`src/rtl/tt_um_jleugeri_ttt_token_accumulator.sv`:
```
// Per-processor token bank.
// Accumulates saturating good/bad counts from the connection network.
// On batch_done, scans every processor in index order and emits start/stop
// events for those whose activity condition changed since the last scan.
module tt_um_jleugeri_ttt_token_accumulator #(
    parameter int NUM_PROCESSORS  = 8,
    parameter int NEW_TOKENS_BITS = 4,
    parameter int COUNT_BITS      = 8,
    parameter int GOOD_THRESHOLD  = 4,
    parameter int BAD_THRESHOLD   = 2,
    localparam int ID_BITS        = $clog2(NUM_PROCESSORS)
) (
    input  logic                              clk,
    input  logic                              reset,
    input  logic                              valid_in,
    input  logic [ID_BITS-1:0]                target_id,
    input  logic signed [NEW_TOKENS_BITS-1:0] new_good_tokens,
    input  logic signed [NEW_TOKENS_BITS-1:0] new_bad_tokens,
    input  logic                              batch_done,
    output logic                              ready,
    output logic                              event_valid,
    output logic [ID_BITS-1:0]                event_id,
    output logic [1:0]                        event_startstop,
    output logic                              scan_done,
    output logic                              dropped
);

    // Two spare bits: one so MAX + positive delta cannot wrap, one for the sign.
    localparam int SUM_BITS = COUNT_BITS + 2;
    localparam logic [COUNT_BITS-1:0]      MAX_COUNT = '1;
    localparam logic signed [SUM_BITS-1:0] MAX_SUM   = {2'b00, MAX_COUNT};
    localparam logic [ID_BITS:0]           NUM_ID    = (ID_BITS + 1)'(NUM_PROCESSORS);
    localparam logic [ID_BITS-1:0]         LAST_ID   = ID_BITS'(NUM_PROCESSORS - 1);
    localparam logic [COUNT_BITS:0]        GOOD_TH   = (COUNT_BITS + 1)'(GOOD_THRESHOLD);
    localparam logic [COUNT_BITS:0]        BAD_TH    = (COUNT_BITS + 1)'(BAD_THRESHOLD);

    localparam logic [1:0] EV_NONE  = 2'b00;
    localparam logic [1:0] EV_START = 2'b01;
    localparam logic [1:0] EV_STOP  = 2'b10;

    typedef enum logic {
        ACCUM = 1'b0,
        SCAN  = 1'b1
    } state_t;

    state_t state_q, state_d;

    logic [COUNT_BITS-1:0] good_q [NUM_PROCESSORS];
    logic [COUNT_BITS-1:0] good_d [NUM_PROCESSORS];
    logic [COUNT_BITS-1:0] bad_q  [NUM_PROCESSORS];
    logic [COUNT_BITS-1:0] bad_d  [NUM_PROCESSORS];
    logic [NUM_PROCESSORS-1:0] active_q, active_d;

    logic [ID_BITS-1:0] scan_idx_q, scan_idx_d;
    logic               event_valid_q, event_valid_d;
    logic [ID_BITS-1:0] event_id_q, event_id_d;
    logic [1:0]         event_startstop_q, event_startstop_d;
    logic               scan_done_q, scan_done_d;
    logic               dropped_q, dropped_d;
    logic               scan_cond;

    // Add a signed delta to an unsigned count, clamping into [0, MAX].
    function automatic logic [COUNT_BITS-1:0] sat_add(
        input logic [COUNT_BITS-1:0]             count,
        input logic signed [NEW_TOKENS_BITS-1:0] delta
    );
        logic signed [SUM_BITS-1:0] sum;
        sum = $signed({2'b00, count})
            + $signed({{(SUM_BITS - NEW_TOKENS_BITS){delta[NEW_TOKENS_BITS-1]}}, delta});
        if (sum < 0) begin
            sat_add = '0;
        end else if (sum > MAX_SUM) begin
            sat_add = MAX_COUNT;
        end else begin
            sat_add = sum[COUNT_BITS-1:0];
        end
    endfunction

    // State register and all datapath flops; reset also aborts a scan in flight.
    always_ff @(posedge clk) begin
        if (reset) begin
            state_q           <= ACCUM;
            for (int i = 0; i < NUM_PROCESSORS; i++) begin
                good_q[i] <= '0;
                bad_q[i]  <= '0;
            end
            active_q          <= '0;
            scan_idx_q        <= '0;
            event_valid_q     <= 1'b0;
            event_id_q        <= '0;
            event_startstop_q <= EV_NONE;
            scan_done_q       <= 1'b0;
            dropped_q         <= 1'b0;
        end else begin
            state_q           <= state_d;
            good_q            <= good_d;
            bad_q             <= bad_d;
            active_q          <= active_d;
            scan_idx_q        <= scan_idx_d;
            event_valid_q     <= event_valid_d;
            event_id_q        <= event_id_d;
            event_startstop_q <= event_startstop_d;
            scan_done_q       <= scan_done_d;
            dropped_q         <= dropped_d;
        end
    end

    // Next state: batch_done starts a scan, the last processor ends it.
    always_comb begin
        state_d = state_q;
        case (state_q)
            ACCUM:   if (batch_done) state_d = SCAN;
            SCAN:    if (scan_idx_q == LAST_ID) state_d = ACCUM;
            default: state_d = ACCUM;
        endcase
    end

    // Datapath: apply deltas while accumulating, evaluate one processor per scan cycle.
    always_comb begin
        good_d            = good_q;
        bad_d             = bad_q;
        active_d          = active_q;
        scan_idx_d        = scan_idx_q;
        event_valid_d     = 1'b0;
        event_id_d        = '0;
        event_startstop_d = EV_NONE;
        scan_done_d       = 1'b0;
        dropped_d         = dropped_q;
        scan_cond         = 1'b0;
        case (state_q)
            ACCUM: begin
                if (valid_in && ({1'b0, target_id} < NUM_ID)) begin
                    good_d[target_id] = sat_add(good_q[target_id], new_good_tokens);
                    bad_d[target_id]  = sat_add(bad_q[target_id], new_bad_tokens);
                end
                if (batch_done) begin
                    scan_idx_d = '0;
                end
            end
            SCAN: begin
                if (valid_in || batch_done) begin
                    dropped_d = 1'b1;
                end
                scan_cond = ({1'b0, good_q[scan_idx_q]} >= GOOD_TH)
                         && ({1'b0, bad_q[scan_idx_q]} < BAD_TH);
                if (scan_cond && !active_q[scan_idx_q]) begin
                    event_valid_d        = 1'b1;
                    event_id_d           = scan_idx_q;
                    event_startstop_d    = EV_START;
                    active_d[scan_idx_q] = 1'b1;
                end else if (!scan_cond && active_q[scan_idx_q]) begin
                    event_valid_d        = 1'b1;
                    event_id_d           = scan_idx_q;
                    event_startstop_d    = EV_STOP;
                    active_d[scan_idx_q] = 1'b0;
                end
                if (scan_idx_q == LAST_ID) begin
                    scan_done_d = 1'b1;
                    scan_idx_d  = '0;
                end else begin
                    scan_idx_d  = scan_idx_q + 1'b1;
                end
            end
            default: ;
        endcase
    end

    // Outputs: ready follows the state, events come straight from their flops.
    always_comb begin
        ready           = (state_q == ACCUM);
        event_valid     = event_valid_q;
        event_id        = event_id_q;
        event_startstop = event_startstop_q;
        scan_done       = scan_done_q;
        dropped         = dropped_q;
    end

endmodule

```
`config.mk`:
```
export PLATFORM = sky130hd
export DESIGN_NAME = tt_um_jleugeri_ttt_token_accumulator
export DESIGN_NICKNAME = d
export VERILOG_FILES = /design/src/rtl/tt_um_jleugeri_ttt_token_accumulator.sv
export SDC_FILE = /design/constraint.sdc
export NUM_CORES = 1
export LEC_CHECK = 0
export CAP_MARGIN = 20
export CORE_UTILIZATION = 45
export DETAILED_ROUTE_END_ITERATION = 6
export GPL_ROUTABILITY_DRIVEN = 0
export PLACE_DENSITY = 0.64
export SLEW_MARGIN = 20
export SYNTH_ARGS = -nofsm -noshare
export SYNTH_HDL_FRONTEND = slang
export SYNTH_SLANG_ARGS = --single-unit
```
`constraint.sdc`:
```
create_clock -name clk -period 4.2 [get_ports clk]
set_input_delay 0.42 -clock clk [delete_from_list [all_inputs] [get_ports clk]]
set_output_delay 0.42 -clock clk [all_outputs]
set_load 0.01 [all_outputs]
```
==> impl_metrics.json <==
{
  "grt_pass1_vias": 6922,
  "whs_ps": 460,
  "required_ps": 4490,
  "cap_violations": 0,
  "clock_latency_ps": 440,
  "die_w_um": 133,
  "core-area_um2": 16600,
  "nets": 913,
  "gr-total-overflow": 0,
  "clockBufferDepth": 2,
  "critPathKind": "input port to flop",
  "rsz0062_at_grt": "no",
  "postCtsResizedCells": 0,
  "yosys.area_share.xor_xnor_pct": 1.92,
  "ys_ff_latch": 148,
  "crit_arrival_ps": 4040,
  "hold_buffers": 0,
  "drc": 0,
  "p_int_w": 0.00248,
  "status": "complete, no violations",
  "swShare_pct": 26.3,
  "h-tree-depth": 4,
  "drtIter0Drc": 882,
  "start_util_pct": 46.3,
  "worstSetupStartpointType": "input port",
  "synthMuxAreaShare_pct": 2.87,
  "io_pins": 24,
  "crit_end": "bad_q[13]$_SDFFE_PP0P_",
  "whs_path_depth": 2,
  "power.clock.fraction_pct": 44.6,
  "async_reset_ff_share_pct": 0,
  "seq_area_frac_synth_pct": 38.4,
  "cts_sinks": 148,
  "die-height_um": 133,
  "final_common_cell": "dfxtp_1",
  "skew_ps": 13.5,
  "dpl.cell_count": 1075,
  "combPwrFrac_pct": 11.8,
  "netlist_area_um2": 7710,
  "ff2ff_path_depth": 11,
  "clk_pin_slew_ps": 60,
  "relSlewSlack_pct": 42.5,
  "syn_to_final_growth_pct": 15.3,
  "viasPerCell": 6.35,
  "wirelength_um": 23900,
  "avgSynthCellArea_um2": 8.99,
  "yosysWarnings": 0,
  "portBuffers": 23,
  "crit_fanout": 12,
  "vias": 7026,
  "power_leakage_nw": 2.99,
  "rows": 47,
  "layout_common_cells": "148 x dfxtp_1, 78 x nor2_1, 75 x nand2b_1, 64 x a22oi_1, 55 x a211oi_1",
  "slew_viol_final": 0,
  "detail-route-antenna-nets": 0,
  "power_switching_w": 0.000883,
  "cts-root-buf": "clkbuf_16",
  "syn-num-nets": 896,
  "synthSimpleGateAreaFrac_pct": 20.2,
  "fmax_mhz": 267,
  "antenna_cells": 0,
  "hpwl_um": 16500,
  "ff2ff_setup_slack_ps": 780,
  "yosys.cell_types.count": 74,
  "fin_crit_ps": 3750,
  "tns_ps": 0,
  "wl_per_cell_um": 21.6,
  "cts_setup_buffers": 0,
  "worst_setup_path_end_kind": "flop",
  "worst_hold_path_type": "flop to flop",
  "finalHoldViolations": 0,
  "die-area_um2": 17700,
  "seq_power_share_pct": 43.6,
  "synthFlopType": "dfxtp_1",
  "grt_start_max_net_pins": 92,
  "critPathLaunch": "target_id[2]",
  "grt_pass1_wl_um": 38200,
  "synth_edf_count": 0,
  "first_pass_iters": 6,
  "layout-drive-gt1-share_pct": 12.4,
  "grt_usage_pct": 28.2,
  "numCtsBuffers": 17,
  "power-per-cell-area_nw_per_um2": 378,
  "synth-compound-area-share_pct": 27.1,
  "setup_viol": 0,
  "timing.rr.start": "bad_q[27]$_SDFFE_PP0P_",
  "synth_top_family_by_area": "compound AO/OA/AOI/OAI gates",
  "synthAdderAreaFrac_pct": 4.09,
  "antenna_found_initial": 0,
  "power_w": 0.00336,
  "syn_inst": 857,
  "final_cells": 1107,
  "cts_tree": "yes",
  "tightestPinTransition_ps": 862,
  "layout_worst_path_cycle_share_pct": 89.3,
  "peakVddDrop_v": 0.000290
}
==> final cells by class <==
| class | instances | area, µm² |
|---|---|---|
| clock buffers | 20 | 447 |
| clock inverters | 12 | 130 |
| fillers | 1469 | 7760 |
| inverters | 35 | 131 |
| multi-input cells | 609 | 4340 |
| flip-flops and latches | 148 | 2960 |
| well taps | 220 | 275 |
| repair buffers | 63 | 603 |
==> sequential cells by signal, indices dropped and copies added, names as in the netlist, named ones only <==
name             count
dropped              1
scan_done            1
event_startstop      2
bad_q               64
good_q              64
scan_idx_q           3
state_q              1
event_id             3
event_valid          1
==> cell families (layout without fill, tap and decap cells) <==
| logic type | Yosys count | after routing |
|---|---|---|
| and+or+nand+nor | 280 | 280 |
| AOI/OAI and AO/OA | 275 | 275 |
| DFF | 148 | 148 |
| buffers and inverters | 100 | 130 |
| adders and majority gates | 24 | 24 |
| muxes | 17 | 17 |
| xor gates and xnor gates | 13 | 13 |
==> metal layers <==
layer | wire length (µm) | global-route usage (%)
met1 | 10000 | 35.5
met2 | 11000 | 44.6
met3 | 2110 | 8.31
met4 | 811 | 12.1
met5 | 0 | 0
==> metrics by stage <==
stage | area (µm²) | util (%) | worst slack (ps)
floorplan | 7710 | - | 793
global placement | 8310 | 49.9 | 181
detailed placement | 8310 | 49.9 | 55.1
CTS | 8890 | 53.4 | 483
global route | 8890 | 53.4 | 284
finish | 8890 | 53.4 | 449
==> worst min path at each step <==
| stage | from | slack [ps] | end |
|---|---|---|---|
| after global placement | dropped$_SDFFE_PP0P_ | 440 | dropped$_SDFFE_PP0P_ |
| after detailed placement | flop | 450 | flop |
| after global routing | flop | 480 | flop |
| after CTS | flop | 460 | flop |
| final | flop | 460 | flop |
| after floorplan | flop | 430 | flop |
==> synth_stat cells, types with 4 or more instances <==
cell type	instances	area share [%]
nand3_1	10	0.65
nand2_1	24	1.2
mux4_2	4	1.2
nor4_1	13	1.1
o41ai_1	5	0.57
nor2b_1	8	0.65
mux2i_1	12	1.6
nand2b_1	75	6.1
o32ai_1	24	2.7
a31oi_1	6	0.49
clkbuf_1	47	2.3
a21oi_1	27	1.8
or4_1	6	0.58
nor3_1	5	0.32
nor3b_1	5	0.49
nand4_1	13	1.1
a22oi_1	64	6.2
buf_2	11	0.71
o21ai_0	9	0.58
dfxtp_1	148	38
nor2_1	78	3.8
inv_1	35	1.7
and2_1	14	1.1
a211oi_1	55	5.4
xor2_1	5	0.57
o211ai_1	11	1.1
o22ai_1	40	3.2
xnor2_1	5	0.57
and4_1	4	0.45
a22oi_4	4	1.1
o21ai_2	5	0.57
or2b_1	4	0.39
ha_1	22	3.6
==> power by group through the flow <==
| stage | clock [W] | sequential [W] | combinational (W) |
|---|---|---|---|
| floorplan | 0 | 0.00148 | 0.000263 |
| global placement | 0 | 0.00149 | 0.000376 |
| detailed placement | 0 | 0.00150 | 0.000386 |
| CTS | 0.00151 | 0.00146 | 0.000388 |
| global route | 0.00158 | 0.00147 | 0.000426 |
| finish | 0.00150 | 0.00147 | 0.000396 |
==> worst max-delay path, cell delays in order <==
cell and delay (ps):
clkdlybuf4s50_1 510, and3b_1 580, a22oi_1 140, nand4_1 240
ha_1 230, inv_1 60, fa_1 400, nor2b_1 250
o211ai_1 180, a2bb2oi_2 200, xor2_1 90, buf_4 220
nor2_2 340, o32ai_1 160
No activity file was read; power rests on OpenSTA's default activity.
